$ cat src/rtl/alarm_pkg.sv
// Shared state encodings, parameter defaults and counter sizing for the alarm responder.
package alarm_pkg;

    typedef enum logic [1:0] {
        ST_IDLE     = 2'd0,
        ST_QUALIFY  = 2'd1,
        ST_ALARM    = 2'd2,
        ST_SILENCED = 2'd3
    } state_e;

    localparam int unsigned DEBOUNCE_CYCLES_DEF = 4;
    localparam int unsigned BEEP_PERIOD_DEF     = 8;
    localparam int unsigned SILENCE_CYCLES_DEF  = 32;
    localparam int unsigned CNT_W_DEF           = 8;

    // Width able to hold the value n.
    function automatic int unsigned cnt_width(input int unsigned n);
        return $clog2(n + 1);
    endfunction

endpackage

$ cat src/rtl/alarm_tone_gen.sv
// Square-wave generator: high on restart, toggles every BEEP_PERIOD cycles, low while disabled.
module alarm_tone_gen
    import alarm_pkg::*;
#(
    parameter int unsigned BEEP_PERIOD = BEEP_PERIOD_DEF
) (
    input  logic clk,
    input  logic rst_n,
    input  logic en,
    input  logic restart,
    output logic tone
);

    localparam int unsigned PW = cnt_width(BEEP_PERIOD);

    logic [PW-1:0] per_cnt_q, per_cnt_d;
    logic          tone_q, tone_d;

    always_comb begin
        per_cnt_d = per_cnt_q;
        tone_d    = tone_q;
        if (!en) begin
            per_cnt_d = '0;
            tone_d    = 1'b0;
        end else if (restart) begin
            per_cnt_d = '0;
            tone_d    = 1'b1;
        end else if (per_cnt_q == PW'(BEEP_PERIOD - 1)) begin
            per_cnt_d = '0;
            tone_d    = ~tone_q;
        end else begin
            per_cnt_d = per_cnt_q + PW'(1);
        end
    end

    always_ff @(posedge clk) begin
        if (!rst_n) begin
            per_cnt_q <= '0;
            tone_q    <= 1'b0;
        end else begin
            per_cnt_q <= per_cnt_d;
            tone_q    <= tone_d;
        end
    end

    assign tone = tone_q;

endmodule

$ cat src/rtl/alarm_responder.sv
// Debounces the alarm request, latches it until acknowledged, annunciates via buzzer/LED
// and keeps a saturating count of qualified alarm events.
module alarm_responder
    import alarm_pkg::*;
#(
    parameter int unsigned DEBOUNCE_CYCLES = DEBOUNCE_CYCLES_DEF,
    parameter int unsigned BEEP_PERIOD     = BEEP_PERIOD_DEF,
    parameter int unsigned SILENCE_CYCLES  = SILENCE_CYCLES_DEF,
    parameter int unsigned CNT_W           = CNT_W_DEF
) (
    input  logic             clk,
    input  logic             rst_n,
    input  logic             A,
    input  logic             ack,
    input  logic             cnt_clr,
    output logic             alarm_active,
    output logic             buzzer,
    output logic             led,
    output logic             ack_done,
    output logic [CNT_W-1:0] event_count
);

    localparam int unsigned QW = cnt_width(DEBOUNCE_CYCLES);
    localparam int unsigned SW = cnt_width(SILENCE_CYCLES);

    state_e            state_q, state_d;
    logic [QW-1:0]     qual_cnt_q, qual_cnt_d;
    logic [SW-1:0]     sil_cnt_q, sil_cnt_d;
    logic [CNT_W-1:0]  event_count_q, event_count_d;
    logic              alarm_active_q, alarm_active_d;
    logic              ack_done_q, ack_done_d;
    logic              count_inc;
    logic              buz_en_c, buz_restart_c;
    logic              led_en_c, led_restart_c;

    // Next-state and counter logic.
    always_comb begin
        state_d    = state_q;
        qual_cnt_d = qual_cnt_q;
        sil_cnt_d  = sil_cnt_q;
        count_inc  = 1'b0;
        ack_done_d = 1'b0;

        case (state_q)
            ST_IDLE: begin
                qual_cnt_d = '0;
                if (A) begin
                    if (DEBOUNCE_CYCLES <= 1) begin
                        state_d   = ST_ALARM;
                        count_inc = 1'b1;
                    end else begin
                        state_d    = ST_QUALIFY;
                        qual_cnt_d = QW'(1);
                    end
                end
            end
            ST_QUALIFY: begin
                if (!A) begin
                    state_d    = ST_IDLE;
                    qual_cnt_d = '0;
                end else if (qual_cnt_q == QW'(DEBOUNCE_CYCLES - 1)) begin
                    state_d    = ST_ALARM;
                    qual_cnt_d = '0;
                    count_inc  = 1'b1;
                end else begin
                    qual_cnt_d = qual_cnt_q + QW'(1);
                end
            end
            ST_ALARM: begin
                if (ack) begin
                    state_d    = ST_SILENCED;
                    sil_cnt_d  = '0;
                    ack_done_d = 1'b1;
                end
            end
            ST_SILENCED: begin
                // Dropped request takes priority over re-sounding on expiry.
                if (!A) begin
                    state_d   = ST_IDLE;
                    sil_cnt_d = '0;
                end else if (sil_cnt_q == SW'(SILENCE_CYCLES - 1)) begin
                    state_d   = ST_ALARM;
                    sil_cnt_d = '0;
                end else begin
                    sil_cnt_d = sil_cnt_q + SW'(1);
                end
            end
        endcase

        event_count_d = event_count_q;
        if (cnt_clr) begin
            event_count_d = '0;
        end else if (count_inc && (event_count_q != {CNT_W{1'b1}})) begin
            event_count_d = event_count_q + CNT_W'(1);
        end

        alarm_active_d = (state_d == ST_ALARM) || (state_d == ST_SILENCED);

        buz_en_c      = (state_d == ST_ALARM);
        buz_restart_c = buz_en_c && (state_q != ST_ALARM);
        // Holding restart throughout ALARM keeps the LED steady; blinking starts on silence entry.
        led_en_c      = alarm_active_d;
        led_restart_c = (state_d == ST_ALARM) ||
                        ((state_d == ST_SILENCED) && (state_q != ST_SILENCED));
    end

    always_ff @(posedge clk) begin
        if (!rst_n) begin
            state_q        <= ST_IDLE;
            qual_cnt_q     <= '0;
            sil_cnt_q      <= '0;
            event_count_q  <= '0;
            alarm_active_q <= 1'b0;
            ack_done_q     <= 1'b0;
        end else begin
            state_q        <= state_d;
            qual_cnt_q     <= qual_cnt_d;
            sil_cnt_q      <= sil_cnt_d;
            event_count_q  <= event_count_d;
            alarm_active_q <= alarm_active_d;
            ack_done_q     <= ack_done_d;
        end
    end

    alarm_tone_gen #(
        .BEEP_PERIOD(BEEP_PERIOD)
    ) u_buzzer_gen (
        .clk    (clk),
        .rst_n  (rst_n),
        .en     (buz_en_c),
        .restart(buz_restart_c),
        .tone   (buzzer)
    );

    alarm_tone_gen #(
        .BEEP_PERIOD(BEEP_PERIOD)
    ) u_led_gen (
        .clk    (clk),
        .rst_n  (rst_n),
        .en     (led_en_c),
        .restart(led_restart_c),
        .tone   (led)
    );

    assign alarm_active = alarm_active_q;
    assign ack_done     = ack_done_q;
    assign event_count  = event_count_q;

endmodule
$ cat config.mk
export PLATFORM = sky130hd
export DESIGN_NAME = alarm_responder
export DESIGN_NICKNAME = d
export VERILOG_FILES = /design/src/rtl/alarm_pkg.sv /design/src/rtl/alarm_tone_gen.sv /design/src/rtl/alarm_responder.sv
export SDC_FILE = /design/constraint.sdc
export NUM_CORES = 1
export LEC_CHECK = 0
export CORE_ASPECT_RATIO = 0.6
export CORE_MARGIN = 4
export CORE_UTILIZATION = 53
export DETAILED_ROUTE_END_ITERATION = 10
export GPL_ROUTABILITY_DRIVEN = 0
export PLACE_DENSITY = 0.77
export SLEW_MARGIN = 5
export SYNTH_ARGS = -nofsm -noshare
export SYNTH_HDL_FRONTEND = slang
export SYNTH_SLANG_ARGS = --single-unit
$ cat constraint.sdc
create_clock -name clk -period 2.1 [get_ports clk]
set_clock_uncertainty 0.2 [all_clocks]
set_input_delay 0.42 -clock clk [delete_from_list [all_inputs] [get_ports clk]]
set_output_delay 0.42 -clock clk [all_outputs]
set_load 0.03 [all_outputs]
; ---- Word level (Yosys, flattened, before mapping)
; Index checks and enable logic that the tools add are counted.
[classes]
n_addsub = 5
n_mul = 0
n_div = 0
order_cmp = 0
n_eq_ne = 13
n_shift = 0
n_mux = 23
bitwise = 5
n_reduce_logical = 17
[op_table]
columns = op, count
row1 = 6-bit two-way mux, 3
row2 = 2-bit two-way mux, 6
row3 = 6-bit one-hot mux with 2 select lines, 1
row4 = 1-bit two-way mux, 9
row5 = "4-bit by 1-bit adder with 4-bit output, second input constant", 2
row6 = "8-bit by 1-bit adder with 8-bit output, second input constant", 1
row7 = "2-bit equality test, second input constant", 4
row8 = "4-bit by 3-bit equality test with 1-bit output, second input constant", 2
row9 = "8-bit inequality test, second input constant", 1
row10 = 2-bit one-hot mux with 4 select lines, 1
row11 = 2-bit AND reduction, 4
row12 = 2-bit nonzero test, 4
row13 = 4-bit OR reduction, 2
row14 = "6-bit by 1-bit adder with 6-bit output, second input constant", 1
row15 = "6-bit by 5-bit equality test with 1-bit output, second input constant", 1
row16 = 3-bit two-way mux, 2
row17 = "2-bit inequality test, second input constant", 3
row18 = 3-bit one-hot mux with 2 select lines, 1
row19 = 1-bit inverter, 5
row20 = "3-bit by 1-bit adder with 3-bit output, second input constant", 1
row21 = "3-bit by 2-bit equality test with 1-bit output, second input constant", 1
row22 = 1-bit logical AND, 3
row23 = "2-bit by 1-bit equality test with 1-bit output, second input constant", 1
row24 = 2-bit zero test, 1
row25 = other kinds (2), 3
[word_totals]
ff_bits = 31
latchBits = 0
mem_bits_rw = 0
mem_bits_ro = 0
input_bits = 5
out_inout_bits = 12
wordCells = 73
n_memories = 0

; ---- Depth between registers and ports, before layout
[depth]
word_depth = 8
mapped_depth = 6
depth_no_buf = 5

; ---- By module
; From an unflattened synthesis, not the netlist that was laid out.
[hier_totals]
hier_cells = 160
hier_area_um2 = 1440.1
[modules_own_cells]
columns = mod, n_inst, cells_each, area_per_inst_um2
row1 = alarm_responder, 1, 120, 1049.8
row2 = alarm_tone_gen, 2, 20, 195.2

; ---- Worst setup path before layout
; OpenSTA, ideal clock, no wires.
[synth_path]
path_type = register to register
startpoint = reg event_count_q[0] (netlist: event_count[0])
endpoint = reg event_count_q[1] (netlist: event_count[1])
setup_ps = 124
arrival_ps = 1473
t_required_ps = 1776
path_slack_ps = 303
stages_incl_launch_ff = 7
path_buffers = 1
period_less_slack_ps = 1797
path_cell_list = dfxtp_1 > ha_1 > nand3_1 > o211ai_2 > buf_6 > mux2i_1 > nor2_1
[synth_via]
elab_chain_cells = 2
word_cells_on_any_way = 3
cone_classes = add/sub: 1 / eq/ne: 1 / reduce/logical: 1
[synth_lines]
columns = item, line
row1 = start: declaration, alarm_responder.sv:29  ; logic [CNT_W-1:0] event_count_q, event_count_d;
row2 = start signal: assignment, alarm_responder.sv:119  ; event_count_q <= event_count_d;
row3 = "parallel branches: the longest is 2 deep, another holds 8-bit by 1-bit adder with 8-bit output", -
; Parallel ways; which one is timed is not known.
; A chain may end at the register's enable or synchronous reset.

; ---- Final worst setup path
[layout_path]
startpoint = reg event_count_q[6] (netlist: event_count[6])
endpoint = out event_count[6]
[layout_rtl]
columns = item, line
row1 = end: declaration, alarm_responder.sv:20  ; output logic [CNT_W-1:0] event_count
; No word-level cell between the ends.

==> metrics.txt <==
status finished, final reports clean; pwr/cell area 627 nW/um^2; EDFF count, synth 0; R2R Path End event_count[2]; pre-CTS setup slack -0.108 ns; Die W 73.9 microns; Final Worst Setup Slack 0.0917 ns; Critical Path Slowest Stage Cell clkdlybuf4s50_1; M3 GR Usage 6.50%; CTS tree built; top post-synthesis cells by area dfxtp_1 45%, ha_1 4.5%, a21oi_1 4.3%; drt total wl 2.95 mm; Max clock buf depth 2; # IOs 17; Clock Pin Slew Worst Setup and Hold Paths 0.06 ns; Root Buffer clkbuf_8; height of the die 47.5 microns; gr ovfl total 0; post-synthesis sequential area ratio 44.9%; worst hold start u_led_gen.per_cnt_q[0]; clk_lat worst skew 0.28 ns; Layout area overhead 22.8%; Worst Tran Pin Value 0.451 ns; Synth Register Bits 31; IR drop worst, VDD 475 uV; Gates resized, CTS repair 0; area post-placement 1610 sq um; FMAX 0.498 GHz; CTS Hold Buffers Added 0; first-pass GRT wire length 4.82 mm; number of global-route vias before repair 1086; synth cell count leaders 31 x dfxtp_1, 13 x nand2_1, 12 x a21oi_1, 12 x nor2_1, 11 x nand3_1; Largest delay share family, worst path buffers and inverters; Core Rows 14; die footprint 3510 sq um; CP required 1.48 ns; slew margin rel. 69.7%; DRT iter0 DRCs 98; max cap viols 0; n_diodes 0; Setup crit start event_count[6]; Cell Chain, Critical Path clkdlybuf4s50_1; WL per Instance 14.0 microns; Syn Nets 162; most numerous cell in the Yosys netlist dfxtp_1; final instance area 1700 sq um; gr usage total 18.9%; Hold Crit Depth 1; Tmin final 2.01 ns; FFs w/ async S/R, synth 0%; CP Buf/Inv Count 1; period utilization 95.6%; Max Slew Vio Count 0; core area 2490 sq um; Hold Fails Final Rpt 0; top_reg_cell synth dfxtp_1; Fillers 202; Post-CTS Setup Bufs 0; Crit Reg-Reg Startpoint qual_cnt_q[0]; peak fanout along the critical path 4; Synth area leader dfxtp_1; Mapped Area 1380 sq um; Post-Synthesis Cells 152; worst hold endpoint u_led_gen.per_cnt_q[0]; met2 Usage GRT 29.8%; layout cells sized above 1 10.6%; Net count, final 188; Antenna Violating Nets Remaining 0; vias 1185; top cell type's share of synthesized area 44.9%; worst hold-check path type reg2reg; DRC errors left 0; HPWL Detailed 2.19 mm; PortBufs 16; Mean Syn Cell Area 9.09 sq um; Synth Warn # 0; RSZ-0062 raised after global routing no; cells on worst reg2reg path 6; Initial Util 55.5%; worst setup path category reg2out; M1 GR Usage 23.5%; drt via density 5.62; CP arrival 1.39 ns; Fin Setup TNS 0 ns; max incr delay on CP 0.71 ns; Critical Path Start Type flop; R2R setup slack 0.19 ns; CTS Buf Count 5; initial antenna violation count 0; H-tree levels 2; number of library cell types mapped by synthesis 41; Leak 0.000687 uW; global routing's busiest layer met2; pin count of the biggest net entering global routing 13; clk sinks 31; Worst Setup End Kind primary output; # setup viols final 0; DR pass1 iterations 4
-- cell usage in the layout (no fill, tap or decap), types with 2 or more instances in the layout --
cell type and n:
or4_1 3, o21ai_0 5, or3_1 5, o221a_2 2, xor2_1 6, nor2_1 12
clkbuf_1 2, clkbuf_8 5, mux2i_1 2, nand3_1 11, o21ai_1 2, buf_4 6
o31ai_1 3, nand3b_1 3, nand2b_1 2, nor2b_1 3, dlymetal6s2s_1 3, inv_1 5
dfxtp_1 31, nand2_1 13, a21oi_1 12, nor3_1 5, ha_1 5, clkdlybuf4s50_1 13
-- sequential cells by signal (all words and copies together) (netlist names) --
signal                  count
ack_done                    1
event_count                 8
qual_cnt_q                  3
sil_cnt_q                   6
u_buzzer_gen.tone           1
u_led_gen.tone              1
u_led_gen.per_cnt_q         4
u_buzzer_gen.per_cnt_q      4
state_q                     2
alarm_active                1
-- layer usage --
layer / share of wire (%) / vias up
met5: 0 / -
li1: - / 598
met2: 44 / 34
met3: 8.6 / 6
met1: 46 / 547
met4: 1.5 / 0
-- through the flow --
step                instances  hold slack, ns  util, %  total power (uW)
global route              211           0.264     68.2              1110
floorplan                 152           0.218        -               619
finish                    211           0.251     68.2              1060
detailed placement        203           0.238     64.6               637
CTS                       211           0.253     67.9              1080
global placement          203           0.228     64.6               635
-- worst max-delay path by stage --
stage / endpoint / slack [ns] / depth (start not counted)
finish: event_count[6] / 0.09 / 1
global route: event_count[0] / 0.05 / 1
CTS: event_count[3] / 0.03 / 1
detailed placement: event_count[7] / -0.11 / 5
global placement: event_count[2] / -0.06 / 6
floorplan: event_count[1] / 0.30 / 6
-- kinds of logic (layout without fill, tap and decap cells) --
kind of cell | after synthesis | count (layout) | share of synthesized area, %
mux | 2 | 2 | 1.45
xor+xnor | 7 | 7 | 4.44
simple gates | 65 | 65 | 25.5
buf+inv | 9 | 36 | 2.99
flops | 31 | 31 | 44.9
fa+ha+maj | 5 | 5 | 4.53
compound gates | 33 | 33 | 16.2
-- final cells by class --
cell class	instances	area [sq um]	share of cell area (%)
Clock buffer	7	76.3	4.50
Clock inverter	1	5.00	0.295
Inverter	6	22.5	1.33
Multi-Input combinational cell	112	719	42.4
Sequential cell	31	621	36.6
Tap cell	32	40.0	2.36
Timing Repair Buffer	22	213	12.5
-- where the power goes --
group	leakage, uW	total [uW]	internal (uW)	switching [uW]
Sequential	0.000250	594	591	3.07
Combinational	0.000395	30.3	15.2	15.1
Clock	0.0000422	440	232	208
(Power assumes the default switching activity.)
